**src/rtl/regbank_arbiter.sv**
```systemverilog
// rtl/regbank_arbiter.sv - round-robin arbiter sequencing single accesses into a shared register bank
// Optional locked bursts enabled by defining REGBANK_ARBITER_LOCK_EN.
module regbank_arbiter #(
    parameter int NREQ     = 4,
    parameter int W        = 8,
    parameter int AW       = 3,
    parameter int DEPTH    = 8,
    parameter int MAX_LOCK = 4
) (
    input  logic               clk,
    input  logic               notreset,
    input  logic [NREQ-1:0]    req,
    input  logic [NREQ-1:0]    we,
    input  logic [NREQ*AW-1:0] addr,
    input  logic [NREQ*W-1:0]  wdata,
`ifdef REGBANK_ARBITER_LOCK_EN
    input  logic [NREQ-1:0]    lock,
`endif
    output logic [NREQ-1:0]    gnt,
    output logic [NREQ-1:0]    ack,
    output logic [W-1:0]       rdata,
    output logic               busy
);
    localparam int IW = (NREQ > 1) ? $clog2(NREQ) : 1;

    typedef enum logic [1:0] {S_IDLE, S_ACCESS, S_RESP} state_t;

    state_t          r_state;
    logic [NREQ-1:0] r_gnt;
    logic [NREQ-1:0] r_ack;
    logic [W-1:0]    r_rdata;
    logic            r_busy;
    logic [IW-1:0]   r_last;
    logic            r_we;
    logic [AW-1:0]   r_addr;
    logic [W-1:0]    r_wdata;
    logic [W-1:0]    r_bank [DEPTH];
`ifdef REGBANK_ARBITER_LOCK_EN
    localparam int CW = $clog2(MAX_LOCK + 1);
    logic [CW-1:0]   r_lock_cnt;
    logic            w_relock;
`endif

    logic            w_found;
    logic [IW-1:0]   w_win;
    logic            w_in_range;

    // Search starts just after the previous winner so every requester gets a turn.
    always_comb begin
        w_found = 1'b0;
        w_win   = '0;
        for (int k = 1; k <= NREQ; k++) begin
            if (!w_found && req[(int'(r_last) + k) % NREQ]) begin
                w_found = 1'b1;
                w_win   = IW'((int'(r_last) + k) % NREQ);
            end
        end
    end

    assign w_in_range = (int'(r_addr) < DEPTH);

`ifdef REGBANK_ARBITER_LOCK_EN
    assign w_relock = lock[r_last] && (int'(r_lock_cnt) < MAX_LOCK - 1);
`endif

    always_ff @(posedge clk or negedge notreset) begin
        if (!notreset) begin
            r_state <= S_IDLE;
            r_gnt   <= '0;
            r_ack   <= '0;
            r_rdata <= '0;
            r_busy  <= 1'b0;
            r_last  <= IW'(NREQ - 1);
            r_we    <= 1'b0;
            r_addr  <= '0;
            r_wdata <= '0;
            for (int i = 0; i < DEPTH; i++) r_bank[i] <= '0;
`ifdef REGBANK_ARBITER_LOCK_EN
            r_lock_cnt <= '0;
`endif
        end else begin
            case (r_state)
                S_IDLE: begin
                    if (w_found) begin
                        r_gnt   <= NREQ'(1) << w_win;
                        r_last  <= w_win;
                        r_we    <= we[w_win];
                        r_addr  <= addr[w_win*AW +: AW];
                        r_wdata <= wdata[w_win*W +: W];
                        r_busy  <= 1'b1;
                        r_state <= S_ACCESS;
                    end
                end
                S_ACCESS: begin
                    if (r_we) begin
                        if (w_in_range) r_bank[r_addr] <= r_wdata;
                    end else begin
                        r_rdata <= w_in_range ? r_bank[r_addr] : '0;
                    end
                    r_ack   <= r_gnt;
                    r_state <= S_RESP;
                end
                S_RESP: begin
                    r_ack   <= '0;
                    r_rdata <= '0;
`ifdef REGBANK_ARBITER_LOCK_EN
                    if (w_relock) begin
                        r_we       <= we[r_last];
                        r_addr     <= addr[r_last*AW +: AW];
                        r_wdata    <= wdata[r_last*W +: W];
                        r_lock_cnt <= r_lock_cnt + 1'b1;
                        r_state    <= S_ACCESS;
                    end else begin
                        r_lock_cnt <= '0;
                        r_gnt      <= '0;
                        r_busy     <= 1'b0;
                        r_state    <= S_IDLE;
                    end
`else
                    r_gnt   <= '0;
                    r_busy  <= 1'b0;
                    r_state <= S_IDLE;
`endif
                end
                default: r_state <= S_IDLE;
            endcase
        end
    end

    assign gnt   = r_gnt;
    assign ack   = r_ack;
    assign rdata = r_rdata;
    assign busy  = r_busy;
endmodule

```
**config.mk**
```make
export PLATFORM = sky130hd
export DESIGN_NAME = regbank_arbiter
export DESIGN_NICKNAME = d
export VERILOG_FILES = /design/src/rtl/regbank_arbiter.sv
export SDC_FILE = /design/constraint.sdc
export NUM_CORES = 1
export LEC_CHECK = 0
export CORE_ASPECT_RATIO = 1.2
export CORE_MARGIN = 5
export CORE_UTILIZATION = 40
export CTS_CLUSTER_DIAMETER = 40
export DETAILED_ROUTE_END_ITERATION = 6
export PLACE_DENSITY = 0.68
export SETUP_SLACK_MARGIN = 0.2
export SLEW_MARGIN = 20
export SYNTH_ARGS = -nofsm -noshare
export SYNTH_HDL_FRONTEND = slang
export SYNTH_SLANG_ARGS = --single-unit
```
**constraint.sdc**
```tcl
create_clock -name clk -period 2.6 [get_ports clk]
set_input_delay 0.52 -clock clk [delete_from_list [all_inputs] [get_ports clk]]
set_output_delay 0.52 -clock clk [all_outputs]
set_load 0.05 [all_outputs]
```
==> metrics.log <==
[metrics] leakage: 2.51 nW
[metrics] ranking of synthesized cells by area: dfrtp_1 50%, mux2_2 15%, mux4_2 6.6%
[metrics] area share of the leading cell type in the synthesized netlist: 0.495
[metrics] DIE WIDTH: around 110 µm
[metrics] xor and xnor area share after synthesis: 0
[metrics] Data arrival, critical path: 2480 ps
[metrics] final net count: a little over 500
[metrics] total clock sinks: 97
[metrics] data required time at the worst endpoint: 2860 ps
[metrics] number of port buffers: 70
[metrics] TritonCTS Buffers: 9
[metrics] Synthesis Warnings: 0
[metrics] number of buffers on the longest clock path: 2
[metrics] unrepaired setup endpoints after global routing: false
[metrics] combinational family with the most area after synthesis: multiplexers
[metrics] count of flip-flops with a built-in enable after synthesis: 0
[metrics] FF-to-FF path depth: 5
[metrics] worst hold path type: input port to async pin
[metrics] Overall Global Routing Usage: 0.170
[metrics] clock latency on the worst-skew pair: 340 ps
[metrics] via count of the first global-routing pass: 3517
[metrics] fraction of the mapped netlist area in compound gates: 0.0974
[metrics] H-tree levels: 3
[metrics] mean post-synth cell area: 12.7 µm²
[metrics] First-pass DRT Iterations: 4
[metrics] CTS resizes: 0
[metrics] gate count after technology mapping: 379
[metrics] Crit. Startpoint: req[3]
[metrics] sequential element share of the synthesized area: 0.506
[metrics] fraction of final layout cells with drive strength greater than 1: 0.281
[metrics] Setup-failing EPs final: 0
[metrics] synthesized flop and latch total: 97
[metrics] crit end category: flop
[metrics] overall power after layout: 7.49 mW
[metrics] starting utilization of the core area: 0.411
[metrics] fin. max-slew vios: 0
[metrics] Worst Setup Start Kind: input port
[metrics] detailed placement HPWL: 8380 µm
[metrics] routed wire length: 11700 µm
[metrics] terminus of the critical flop-to-flop path: r_bank[1]
[metrics] total grt overflow: 0
[metrics] via count of the routed design: 3348
[metrics] max-cap check violation count: 0
[metrics] highest fanout seen on the critical path: 9
[metrics] Inserted Diodes: 0
[metrics] Worst R2R Start: r_state[1]
[metrics] Clock Pin Slew Worst Setup and Hold Paths: 70 ps
[metrics] classification of the worst setup path: input port to flop
[metrics] count of fill cells added during filler insertion: 1002
[metrics] Detailed Route Iter0 Violations: 291
[metrics] wire length of the first global-routing pass: 18500 µm
[metrics] Area growth syn-to-layout: 24.6%
[metrics] maximum number of pins on one net before global-route repair: 63
[metrics] number of rows created at floorplan: 43
[metrics] async set-or-reset flop fraction in the synthesized netlist: 1.00
[metrics] height of the chip: 130 µm
[metrics] net count of the mapped netlist: ~440
[metrics] number of ports placed on the die boundary: between 70 and 80
[metrics] post-cts hold buffer count: 0
[metrics] multiplexer area fraction after synthesis: 0.279
[metrics] Fin. Hold Viols: 0
[metrics] transition at the pin with the smallest max-transition slack: between 800 and 900 ps
[metrics] number of antenna violations at the first check in global routing: 0
[metrics] min Tclk post-route: 2220 ps
[metrics] Routed wire per std cell: 19.2 µm
[metrics] flop-to-flop setup slack: a little over 500 ps
[metrics] Synth cell types: 43
[metrics] post-route antenna net violation count: 0
[metrics] core occupancy in the finished layout: 0.513
[metrics] Max IR drop VDD: roughly 580 µV
[metrics] area of the mapped netlist: a little under 5000 µm²
[metrics] placer congestion estimate: 0.798
[metrics] ratio of total power to cell area: 1250 nW/µm²
[metrics] master cell of the clock root buffer: clkbuf_16
[metrics] detailed-route DRC error count: 0
[metrics] final critical-path share of the clock period: 0.855
[metrics] Fin Clk Skew: 8.94 ps
[metrics] TritonCTS clock tree: built
[metrics] final total negative setup slack: 0 ps
[metrics] max frequency: 450 MHz
[metrics] most used flip-flop cell after synthesis: dfrtp_1
[metrics] cell type with the highest aggregate area in the netlist: dfrtp_1
[metrics] Synth Area in Adders: 0.0104
[metrics] Die Outline Area: 14300 µm²
[metrics] total core area: 11700 µm²
[metrics] Simple-Gate Fraction of Synth Area: 0.0732
[metrics] Slew HR: 0.458
[metrics] average vias per placed instance: 5.50
[metrics] number of buffers added for setup after CTS: 0
[metrics] status: finished clean
[how the worst max path moves through the flow]
stage	endpoint	slack (ps)	depth (start not counted)
2_1_floorplan	r_bank[48]	680	5
3_3_place_gp	r_wdata[2]	120	5
3_5_place_dp	r_addr[2]	70	5
4_1_cts	r_addr[1]	420	5
5_1_grt	r_wdata[0]	320	5
6_report	r_addr[2]	380	5
[sequential cells by signal, indices dropped and copies added (netlist names)]
register,cells
rdata,8
r_last,2
r_we,1
r_addr,3
r_bank,64
r_state,2
gnt,4
ack,4
r_wdata,8
busy,1
[metrics by stage]
stage	worst slack (ps)	hold slack [ps]	instances	cell area (µm²)
6_report	378	143	609	5990
5_1_grt	315	172	609	5990
4_1_cts	419	151	609	5990
3_5_place_dp	66.5	473	593	5690
3_3_place_gp	115	464	593	5690
2_1_floorplan	682	224	379	4800
[cell families (layout without fill, tap and decap cells)]
family	after synthesis	after routing
muxes	105	105
DFF	97	97
AOI/OAI and AO/OA	72	72
and+or+nand+nor	65	65
buffers and inverters	36	109
adders and majority gates	4	4
[worst max-delay path, cell delays in order]
cell	delay (ps)
clkdlybuf4s50_1	510
or2_2	360
o2bb2ai_1	670
a221oi_1	210
o22ai_1	210
[layout make-up]
type / count / area [µm²] / area share
timing repair buffer: 85 / 823 / 0.138
multi-input combinational: 246 / 2210 / 0.370
inverter: 8 / 30.0 / 0.00502
clock buffer: 9 / 225 / 0.0376
sequential: 97 / 2430 / 0.406
tap: 157 / 196 / 0.0328
clock inverter: 7 / 66.3 / 0.0111
[Yosys cell counts (all sizes together) (3+ instances only)]
master and number:
ha 4, dfrtp 95, mux2 66, nor2b 3, mux4 16, clkbuf 10, mux2i 23, nor2 23
nand3b 5, buf 18, o21ai 35, a221oi 12, nand2b 3, nand2 21, inv 8, o22ai 12
[routing by layer]
| layer | vias to the layer above | wire length (µm) | GRT usage |
|---|---|---|---|
| li1 | 1537 | - | - |
| met1 | 1690 | 4870 | 0.209 |
| met4 | 0 | 181 | 0.0550 |
| met5 | - | 0 | 0 |
| met3 | 14 | 673 | 0.0307 |
| met2 | 107 | 5960 | 0.300 |
[where the power goes]
group | switching, mW | internal [mW]
Combinational | 1.66 | 1.67
Sequential | 0.630 | 2.26
Clock | 0.609 | 0.669
[cell usage in the layout, fill, tap and decap left out, drive strengths merged]
cell type and instances:
nor3b 1, mux2 66, o2bb2ai 2, and2b 1, clkinv 4, and3 1, o311a 1, a21oi 2
dfstp 2, o22ai 12, or2 2, mux2i 23, a31oi 1, o211a 1, o311ai 1, clkinvlp 1
o221ai 1, o21ai 35, nand2 21, a21o 1, clkbuf 9, a221oi 12, nor2b 3, nand2b 3
inv 10, clkdlybuf4s50 69, nor3 2, o221a 1, buf 16, nor2 23, nor4b 1, ha 4
dfrtp 95, a211oi 1, or4b 1, mux4 16, nand3 1, nand3b 5, a21boi 1
No activity file was read; power rests on OpenSTA's default activity.
==> RTL edit, RTL diff (same settings) <==
Change the parameter `AW` from 3 to 2.
--- a/src/rtl/regbank_arbiter.sv
+++ b/src/rtl/regbank_arbiter.sv
@@ -3,7 +3,7 @@
 module regbank_arbiter #(
     parameter int NREQ     = 4,
     parameter int W        = 8,
-    parameter int AW       = 3,
+    parameter int AW       = 2,
     parameter int DEPTH    = 8,
     parameter int MAX_LOCK = 4
 ) (
Ports: changed (resized addr); port bits go from 71 to 67. No check against the original RTL was run, so the function may have changed too.
==> RTL edit against the original RTL <==
Global-route usage is 3.0 points lower. Sequential cell count is 33 lower. Sequential power is 38% lower. Synthesized cell count is 37% lower. Power is 36% lower. Worst setup slack better by 130 ps. Synthesized area is 35% lower. Final area is 31% lower. Wire length is 45% lower. First-iteration DRC count is 68% lower. Largest cell class unchanged.
==> RTL edit: results <==
[run]
cap_viol_max_count = 0

[clocking]
clock_buffers_created_by_tritoncts = 9
ctsRootBufferMaster = sky130_fd_sc_hd__clkbuf_8
clkTransAtPathRegs_ps = 70
clock_tree.htree_level_count = 3
postCtsSetupRepairBufs = 0

[cells_and_area]
finish.net_count = 367
filler_cell_count = 665
instances_no_fill = 409
diode_count = 0
post_route_cells_drive_above_1_share_pct = 24.9
largest_register = r_bank
largest_reg_flops = 32

[worst_hold_path]
hold_path.class = in -> async

[place]
placement.io_buffers = 66
gp_congestion = 0.711
hpwlAfterDp_mm = 4.70
placed_cell_count = 394

[yosys]
proportion_of_synthesized_flip_flops_having_asynchronous_set_or_reset_pct = 100
synth-seq-area-share_pct = 51.3
synth-main-ff-cell = sky130_fd_sc_hd__dfrtp_1
yosysWarningCount = 0
synth.cells.most_frequent = sky130_fd_sc_hd__dfrtp_1, sky130_fd_sc_hd__mux2_2, sky130_fd_sc_hd__mux2i_1, sky130_fd_sc_hd__nand2_1
number_of_enable_flip_flop_cells_after_synthesis = 0
syn_avg_cell_area_um2 = 13.2
ys_types = 35
synth_fp_nets = 291
netlist_top_cells_area = sky130_fd_sc_hd__dfrtp_1, sky130_fd_sc_hd__mux2_2, sky130_fd_sc_hd__mux2i_1

[timing]
finClkSkew_ps = 9.84
max-slew-margin-rel_pct = 52.8

[worst_setup_path]
timing.critical_path.slowest_stage_cell = sky130_fd_sc_hd__clkdlybuf4s50_1
timing.rr.start = r_state[0]
startpoint = gnt[3]
worstPathMaxFanout = 4
endpoint = gnt[3]
worst_case_register_to_register_setup_slack_ps = 730
r2r.worst_path.cells = 6
r2r-end = rdata[5]
cpPeakStageDelay_ps = 830
path_delay_family = buffers and inverters

[route]
postRouteWirelength_mm = 6.40
drt_pass1_iterations = 4
overall_via_count_from_detail_route = 2178
detailedRoute.firstIterationViolations = 93

[grt]
grtUsageTotal_pct = 14.0
first_global_vias = 2298
largest_net_degree_at_the_start_of_global_routing = 43
grt_pass1_wl_mm = 10.9
grt_antenna_before_repair = 0

[power_and_ir_drop]
p_leak_nw = 1.81
irDropWorstVdd_mv = 0.502

[outcome]
result_of_the_run = completed
==> RTL edit: changes by cell type after synthesis, sizes merged, moves of 11 or more <==
cell	unedited run	this run
dfrtp	95	62
mux2	66	34
o21ai	35	13
nor2	23	7
a221oi	12	0
buf	18	7
o22ai	12	1
==> RTL edit: routing by layer <==
metal,track usage [%],vias to the layer above,routed length (um)
li1,-,1034,-
met1,17.2,1080,2800
met2,23.4,55,3180
met3,3.09,9,299
met4,6.70,0,118
met5,0,-,0
==> RTL edit: kinds of logic after synthesis <==
| family | after synthesis | synth area share (%) |
|---|---|---|
| AO/OA/AOI/OAI | 43 | 11.4 |
| adder cells (fa/ha/maj) | 4 | 1.60 |
| buffers and inverters | 18 | 3.88 |
| flip-flops | 64 | 51.3 |
| multiplexers | 64 | 25.0 |
| AND/OR/NAND/NOR | 44 | 6.76 |
==> RTL edit: power breakdown <==
part           internal, mW  switching (mW)  total (mW)
registers              1.42           0.360        1.78
logic                  1.05            1.06        2.11
clock network         0.560           0.376       0.936
total                  3.03            1.79        4.82
==> RTL edit: worst min path at each step <==
stage,to,start,depth (start not counted),slack [ps]
detailed placement,r_bank[43],r_bank[43],1,490
finish,r_wdata[5],notreset,1,150
global placement,r_bank[37],r_bank[37],1,480
floorplan,ack[0],notreset,0,220
global route,r_wdata[5],notreset,1,180
CTS,rdata[3],notreset,1,160
==> RTL edit: worst reg2reg max path: stages, from the launching register on <==
cell	delay, ps
sky130_fd_sc_hd__dfrtp_1	400
sky130_fd_sc_hd__inv_1	110
sky130_fd_sc_hd__ha_1	360
sky130_fd_sc_hd__o21ai_1	90
sky130_fd_sc_hd__buf_4	170
sky130_fd_sc_hd__nor2_1	460
sky130_fd_sc_hd__a22o_1	220
==> RTL edit: area by class of cell <==
type	count	share of cell area (%)
tap	92	2.79
multi-input combinational	155	34.2
inverter	8	0.728
clock inverter	5	1.97
clock buffer	10	3.34
sequential	64	38.9
timing repair buffer	75	18.1
==> RTL edit: metrics by stage <==
stage | cell area [um2] | setup slack (ps)
floorplan | 3130 | 894
global placement | 3910 | 324
detailed placement | 3910 | 259
CTS | 4130 | 487
global route | 4130 | 464
finish | 4130 | 508
